<file path="src/rtl/mips_mem_responder_if.sv">
// Word request/response bus between the multicycle MIPS core and memory.
// The core drives the request side, the responder answers with ready/err.
interface mips_mem_responder_if;
    logic        req;
    logic [31:0] adr;
    logic [31:0] writedata;
    logic        memwrite;
    logic [31:0] readdata;
    logic        ready;
    logic        err;
    logic        busy;

    modport master (
        output req, adr, writedata, memwrite,
        input  readdata, ready, err, busy
    );

    modport slave (
        input  req, adr, writedata, memwrite,
        output readdata, ready, err, busy
    );
endinterface

</file>
<file path="src/rtl/mips_mem_responder.sv">
// Fixed-latency memory responder for the multicycle MIPS unified bus.
// One request in flight; ready pulses LATENCY cycles after acceptance.
module mips_mem_responder #(
    parameter int AW      = 6,
    parameter int LATENCY = 2
) (
    input  logic                 clk,
    input  logic                 reset,
    mips_mem_responder_if.slave  bus
);
    typedef enum logic [1:0] {
        IDLE = 2'd0,
        WAIT = 2'd1,
        RESP = 2'd2
    } state_t;

    localparam logic [3:0] CNT_INIT = 4'((LATENCY > 1) ? LATENCY - 2 : 0);

    state_t        state_q, state_d;
    logic [3:0]    cnt_q, cnt_d;
    logic [AW-1:0] idx_q, idx_d;
    logic [31:0]   wd_q, wd_d;
    logic          we_q, we_d;
    logic          bad_q, bad_d;
    logic [31:0]   rd_q, rd_d;
    logic          ready_q, ready_d;
    logic          err_q, err_d;
    logic          busy_q, busy_d;

    logic [31:0]   mem [2**AW];

    // Next-state and response computation; the response lands on the RESP exit edge
    always_comb begin
        state_d = state_q;
        cnt_d   = cnt_q;
        idx_d   = idx_q;
        wd_d    = wd_q;
        we_d    = we_q;
        bad_d   = bad_q;
        rd_d    = rd_q;
        ready_d = 1'b0;
        err_d   = 1'b0;
        unique case (state_q)
            IDLE: begin
                if (bus.req) begin
                    idx_d = bus.adr[AW+1:2];
                    wd_d  = bus.writedata;
                    we_d  = bus.memwrite;
                    bad_d = (bus.adr[1:0] != 2'b00) ||
                            ((bus.adr >> (AW + 2)) != 32'd0);
                    if (LATENCY == 1) begin
                        state_d = RESP;
                    end else begin
                        state_d = WAIT;
                        cnt_d   = CNT_INIT;
                    end
                end
            end
            WAIT: begin
                if (cnt_q == 4'd0) begin
                    state_d = RESP;
                end else begin
                    cnt_d = cnt_q - 4'd1;
                end
            end
            RESP: begin
                state_d = IDLE;
                ready_d = 1'b1;
                err_d   = bad_q;
                if (bad_q) begin
                    rd_d = 32'd0;
                end else if (!we_q) begin
                    rd_d = mem[idx_q];
                end
            end
            default: begin
                state_d = IDLE;
            end
        endcase
        busy_d = (state_d != IDLE);
    end

    // FSM and registered outputs; reset aborts any in-flight request
    always_ff @(posedge clk) begin
        if (reset) begin
            state_q <= IDLE;
            cnt_q   <= 4'd0;
            idx_q   <= '0;
            wd_q    <= 32'd0;
            we_q    <= 1'b0;
            bad_q   <= 1'b0;
            rd_q    <= 32'd0;
            ready_q <= 1'b0;
            err_q   <= 1'b0;
            busy_q  <= 1'b0;
        end else begin
            state_q <= state_d;
            cnt_q   <= cnt_d;
            idx_q   <= idx_d;
            wd_q    <= wd_d;
            we_q    <= we_d;
            bad_q   <= bad_d;
            rd_q    <= rd_d;
            ready_q <= ready_d;
            err_q   <= err_d;
            busy_q  <= busy_d;
        end
    end

    // Memory array store port; contents survive reset
    always_ff @(posedge clk) begin
        if (!reset && state_q == RESP && we_q && !bad_q) begin
            mem[idx_q] <= wd_q;
        end
    end

    assign bus.readdata = rd_q;
    assign bus.ready    = ready_q;
    assign bus.err      = err_q;
    assign bus.busy     = busy_q;
endmodule

</file>
<file path="src/flat_wrapper.sv">
// flat-port wrapper written by rule: the top's interface ports become plain ports
module mips_mem_responder_flat 
#(
    parameter int AW      = 6,
    parameter int LATENCY = 2
)
  (clk, reset, bus_req, bus_adr, bus_writedata, bus_memwrite, bus_readdata, bus_ready, bus_err, bus_busy);
  mips_mem_responder_if bus_i ();
  input  logic clk;
  input  logic reset;
  input wire logic [$bits(bus_i.req)-1:0] bus_req;
  input wire logic [$bits(bus_i.adr)-1:0] bus_adr;
  input wire logic [$bits(bus_i.writedata)-1:0] bus_writedata;
  input wire logic [$bits(bus_i.memwrite)-1:0] bus_memwrite;
  output wire logic [$bits(bus_i.readdata)-1:0] bus_readdata;
  output wire logic [$bits(bus_i.ready)-1:0] bus_ready;
  output wire logic [$bits(bus_i.err)-1:0] bus_err;
  output wire logic [$bits(bus_i.busy)-1:0] bus_busy;
  assign bus_i.req = bus_req;
  assign bus_i.adr = bus_adr;
  assign bus_i.writedata = bus_writedata;
  assign bus_i.memwrite = bus_memwrite;
  assign bus_readdata = bus_i.readdata;
  assign bus_ready = bus_i.ready;
  assign bus_err = bus_i.err;
  assign bus_busy = bus_i.busy;
  mips_mem_responder #(.AW(AW), .LATENCY(LATENCY)) u_core (.clk(clk), .reset(reset), .bus(bus_i));
endmodule
</file>
<file path="config.mk">
export PLATFORM = sky130hd
export DESIGN_NAME = mips_mem_responder_flat
export DESIGN_NICKNAME = d
export VERILOG_FILES = /design/src/rtl/mips_mem_responder_if.sv /design/src/rtl/mips_mem_responder.sv /design/src/flat_wrapper.sv
export SDC_FILE = /design/constraint.sdc
export NUM_CORES = 2
export LEC_CHECK = 0
export CORE_ASPECT_RATIO = 1.1
export CORE_MARGIN = 5
export CORE_UTILIZATION = 40
export DETAILED_ROUTE_END_ITERATION = 10
export PLACE_DENSITY = 0.6
export SYNTH_ARGS = -nofsm -noshare
export SYNTH_HDL_FRONTEND = slang
export SYNTH_SLANG_ARGS = --single-unit
</file>
<file path="constraint.sdc">
create_clock -name clk -period 8.16 [get_ports clk]
set_input_delay 1.224 -clock clk [delete_from_list [all_inputs] [get_ports clk]]
set_output_delay 1.224 -clock clk [all_outputs]
set_load 0.03 [all_outputs]
</file>
# [After elaboration in Yosys (flattened, before gate mapping)]
# Memory sizes are Yosys's and may differ from the RTL's. A register that Yosys moved wholly into a read port is not among the register bits.
# Index checks and enable logic that the tools add are counted.
[op_classes] add_sub_neg=1 eq_ne=5 muxes=13 bitwise=1 reduce_logical=16
[op_table] operator="$mux W32" count=2
[op_table] operator="$reduce_bool A32 Y1" count=1
[op_table] operator="$mux W6" count=2
[op_table] operator="$mux W4" count=2
[op_table] operator="$pmux W4 S2" count=1
[op_table] operator="$ne A2 B2 Y1 const B" count=3
[op_table] operator="$reduce_bool A2 Y1" count=3
[op_table] operator="$logic_not A4 Y1" count=1
[op_table] operator="$mux W2" count=2
[op_table] operator="$pmux W2 S2" count=1
[op_table] operator="$reduce_and A2 Y1" count=2
[op_table] operator="$sub A4 B1 Y4 const B" count=1
[op_table] operator="$logic_and A1 B1 Y1" count=3
[op_table] operator="$mux W1" count=3
[op_table] operator="$reduce_and A3 Y1" count=1
[op_table] operator="$eq A2 B1 Y1 const B" count=1
[op_table] operator="$eq A2 B2 Y1 const B" count=1
[op_table] operator="$logic_not A1 Y1" count=2
[op_table] operator="$logic_not A2 Y1" count=1
[op_table] operator="$reduce_or A2 Y1" count=1
[op_table] operator="$logic_or A1 B1 Y1" count=1
[op_table] operator="$not A1 Y1" count=1
[totals] reg_bits=81 ramBits=2048 input_bits=68 output_inout_bits=35 memories=1
[mem_list] memory="u_core.mem" depth=64 width=32 rd=1 rd_clocked_by_memory_dff=1 write_ports=1 line_no="mips_mem_responder.sv:30" text="logic [31:0] mem [2**AW];"

# [Logic depth before layout (Yosys ltp)]
[logic_depth] word_depth=6 depth_mapped=11

# [Worst setup path after synthesis]
# OpenSTA, ideal clock, no wires.
[synth_timing] path_kind="in2reg" from="input reset" to="memory u_core.mem[30][0] (enable)" setup_ns=0.421 arrival_time_ns=3.459 required_ns=7.739 slack_ns=4.280 path_stages=6 path_cell_list="clkbuf_1 nor2_1 nand3_1 nor2_1 nand3_1 nor2_1"
[synth_via] elab_chain_cells=6
[synth_rtl] element="start: declaration" line_no="flat_wrapper.sv:10" text="input logic reset;"
[synth_rtl] element="$logic_not A1 Y1" line_no="mips_mem_responder.sv:112" text="if (!reset && state_q == RESP && we_q && !bad_q) begin"
[synth_rtl] element="$logic_and A1 B1 Y1 (3 in a row)" line_no="mips_mem_responder.sv:112"
[synth_rtl] element="$mux W1" line_no="mips_mem_responder.sv:112"
[synth_rtl] element="$mux W1 (implied by the code)" line_no="mips_mem_responder.sv:113" text="mem[idx_q] <= wd_q;"
[synth_rtl] element="end: declaration" line_no="mips_mem_responder.sv:30"
# No other way between the ends.

# [Final worst setup path]
[layout_timing] from="register u_core.bad_q" to="register u_core.rd_q[4] (netlist: u_core.bus.readdata[4])"
[layout_via] elab_chain_cells=2 word_cells_on_any_way=3
[layout_rtl] element="start: declaration" line_no="mips_mem_responder.sv:24" text="logic bad_q, bad_d;"
[layout_rtl] element="start signal: assignment" line_no="mips_mem_responder.sv:91" text="bad_q <= 1'b0;"
[layout_rtl] element="start signal: assignment" line_no="mips_mem_responder.sv:102" text="bad_q <= bad_d;"
[layout_rtl] element="$ne A2 B2 Y1 (no line)"
[layout_rtl] element="$reduce_and A2 Y1 (no line)"
[layout_rtl] element="end signal: assignment" line_no="mips_mem_responder.sv:103" text="rd_q <= rd_d;"
[layout_rtl] element="end: declaration" line_no="mips_mem_responder.sv:25" text="logic [31:0] rd_q, rd_d;"
# Parallel ways exist; a longest one is shown, timed or not.
# A chain may end at the register's enable or synchronous reset.

==> impl_metrics.env <==
export IMPL_grt_max_degree=95
export IMPL_cts_sinks=2135
export IMPL_final_cell_mix="edfxtp_1, mux4_2, nand2_1"
export IMPL_grt_use_total=0.2126
export IMPL_cts_buffers=203
export IMPL_rows=173
export IMPL_syn_avg_cell_area_um2=21.83
export IMPL_ir_drop_mv=0.2098
export IMPL_routed_via_density=5.937
export IMPL_clockBufferDepth=3
export IMPL_grt_pass1_wl_mm=319.0
export IMPL_status="finished, final reports clean"
export IMPL_finalCriticalPeriod_ps=4114
export IMPL_arrival_ps=4890
export IMPL_drc=0
export IMPL_reg2reg_slack_ps=4050
export IMPL_synth_seq_cells=2135
export IMPL_fin_skew_ps=36.47
export IMPL_whs_ps=452.3
export IMPL_cts_hold_buffers_added=0
export IMPL_grt_setup_unrepaired="false"
export IMPL_synth_flop_cell="edfxtp_1"
export IMPL_power_density_mw_per_mm2=243.3
export IMPL_ys_types=59
export IMPL_p_leak_nw=28.56
export IMPL_async_flop_share=0
export IMPL_hpwl_mm=130.9
export IMPL_routed_wl_mm=228.2
export IMPL_slew_viol_final=0
export IMPL_crit_fanout=10
export IMPL_drtIter0Drc=5928
export IMPL_layout_commonest_cell="edfxtp_1"
export IMPL_cts_resized=0
export IMPL_fmax_ghz=0.2431
export IMPL_synth_seq_area_share=0.7765
export IMPL_grt_ovfl_total=0
export IMPL_syn_inst=3731
export IMPL_cts_tree="yes"
export IMPL_wl_per_cell_um=33.25
export IMPL_hold_viol_final=0
export IMPL_endpoint_kind="flip-flop"
export IMPL_antenna_found_initial=13
export IMPL_slowest_stage="or4b_1"
export IMPL_cts_root_buf="clkbuf_16"
export IMPL_grt_pass1_vias=39830
export IMPL_hold_class="reg2reg"
export IMPL_initial_core_util=0.4024
export IMPL_ys_warn_count=0
export IMPL_die_y_um=483.3
export IMPL_fillers=16720
export IMPL_startpoint_type="flip-flop"
export IMPL_postRouteAntennaNets=0
export IMPL_fin_nets=4041
export IMPL_max_stage_delay_ps=820
export IMPL_h_tree_depth=4
export IMPL_setup_viol=0
export IMPL_slew_headroom=0.1179
export IMPL_io_pins=103
export IMPL_worstSkewPairLatency_ps=850
export IMPL_finalCritPeriodShare=0.5041
export IMPL_required_ps=8940
export IMPL_setup_tns_ps=0
export IMPL_syn_num_nets=3800
export IMPL_port_buffers=102
export IMPL_via_count=40750
export IMPL_die_width_um=440.2
export IMPL_drive_above_1_share=0.2552
export IMPL_place_congestion=0.8697
export IMPL_synth_edf_count=2048
export IMPL_cap_violations=0
export IMPL_dieArea_mm2=0.2127
export IMPL_cp_cell_sequence="buf_4, or4b_1, nor2_4, nand2_1, nor2_2, a22oi_1, nand3_1"
export IMPL_first_pass_iters=7
export IMPL_worstMarginPinSlew_ps=1315
export IMPL_core_mm2=0.2024
export IMPL_synth_area_mm2=0.08144
export IMPL_critical_path_class="reg2reg"
export IMPL_area_growth_pct=13.96
export IMPL_post_cts_setup_buffers=0
export IMPL_cts_clk_slew_worst_paths_ps=60
logic make-up (layout without fill, tap and decap cells):
group                      after synthesis  count (layout)  share of synthesized area
and+or+nand+nor                        479             479                    0.02579
other                                    0               3                          0
buffers and inverters                  211             629                    0.01550
xor gates and xnor gates                 2               2                  0.0002151
adders and majority gates                1               1                  0.0001536
muxes                                  643             643                     0.1598
DFF                                   2135            2135                     0.7765
AOI/OAI and AO/OA                      260             260                    0.02205
final timing paths:
| kind | from | to | cells after the start |
|---|---|---|---|
| worst min-delay path | u_core.wd_q[14] | u_core.wd_q[14] | 2 |
| worst min register to register | u_core.wd_q[14] | u_core.wd_q[14] | 2 |
| worst max register to register | u_core.bad_q | u_core.bus.readdata[4] | 7 |
| worst max-delay path | u_core.bad_q | u_core.bus.readdata[4] | 7 |
synthesized netlist by cell type (all sizes together), types with 4 or more instances:
| cell | n | share of area |
|---|---|---|
| a2111oi | 11 | 0.0012 |
| a211oi | 33 | 0.0030 |
| a21oi | 72 | 0.0044 |
| a221o | 9 | 0.0011 |
| a221oi | 12 | 0.0013 |
| a22o | 4 | 0.00043 |
| a22oi | 38 | 0.0035 |
| a31oi | 15 | 0.0012 |
| a32o | 5 | 0.00061 |
| a32oi | 6 | 0.00065 |
| and2 | 7 | 0.00054 |
| and3 | 12 | 0.00092 |
| buf | 146 | 0.013 |
| clkbuf | 56 | 0.0026 |
| dfxtp | 87 | 0.021 |
| edfxtp | 2048 | 0.76 |
| inv | 8 | 0.00037 |
| mux2 | 7 | 0.00097 |
| mux2i | 111 | 0.014 |
| mux4 | 525 | 0.15 |
| nand2 | 210 | 0.0097 |
| nand2b | 6 | 0.00046 |
| nand3 | 39 | 0.0024 |
| nand3b | 7 | 0.00065 |
| nand4 | 9 | 0.00069 |
| nor2 | 125 | 0.0059 |
| nor2b | 18 | 0.0014 |
| nor3 | 30 | 0.0018 |
| nor4 | 10 | 0.00077 |
| o211ai | 5 | 0.00046 |
| o21ai | 18 | 0.0011 |
| o221ai | 6 | 0.00065 |
| o22ai | 13 | 0.0010 |
stage by stage:
step	std cells	area [um2]	utilization	setup slack [ps]	total power, W
6_report	6864	92810	0.4586	4046	0.02258
5_1_grt	6861	92810	0.4586	3969	0.02322
4_1_cts	6861	92810	0.4586	4092	0.02273
3_5_place_dp	6479	86390	0.4269	3606	0.01368
3_3_place_gp	6479	86390	0.4268	3630	0.01366
2_1_floorplan	3731	81440	-	4280	0.01309
power breakdown:
part / internal, W / switching (W)
combinational: 0.000449 / 0.000766
clock: 0.00510 / 0.00404
sequential: 0.0121 / 0.000172
total: 0.0176 / 0.00498
critical path: cells and delay by family (launching register included):
kind                   cells  cell delay, ps
AND/OR/NAND/NOR            5            2940
AO/OA/AOI/OAI              1             470
flip-flops                 1             390
buffers and inverters      1             220
registers in the layout, indices dropped and copies added (netlist names), named ones only:
name,cells
u_core.cnt_q,4
u_core.bus.err,1
u_core.bus.ready,1
u_core.idx_q,6
u_core.state_q,2
u_core.wd_q,32
u_core.mem,2048
u_core.we_q,1
u_core.bus.readdata,32
u_core.bad_q,1
u_core.bus.busy,1
layout make-up:
cell class                      count  area (um2)  area share
Sequential cell                  2135       63330      0.6824
Timing Repair Buffer              238        2187     0.02356
Clock buffer                      276        5487     0.05911
Inverter                            9       38.79   0.0004179
Antenna cell                        3       7.507  0.00008089
Tap cell                         2712        3393     0.03656
Multi-Input combinational cell   1385       17440      0.1879
Clock inverter                    106       924.6    0.009962
layer usage:
metal	up-vias	global-route usage	share of wire
li1	16160	-	-
met1	21950	0.3144	0.41
met2	2300	0.3157	0.46
met3	340	0.04576	0.10
met4	4	0.07020	0.037
met5	-	0	0.00012
Power figures use the tool's default switching activity.
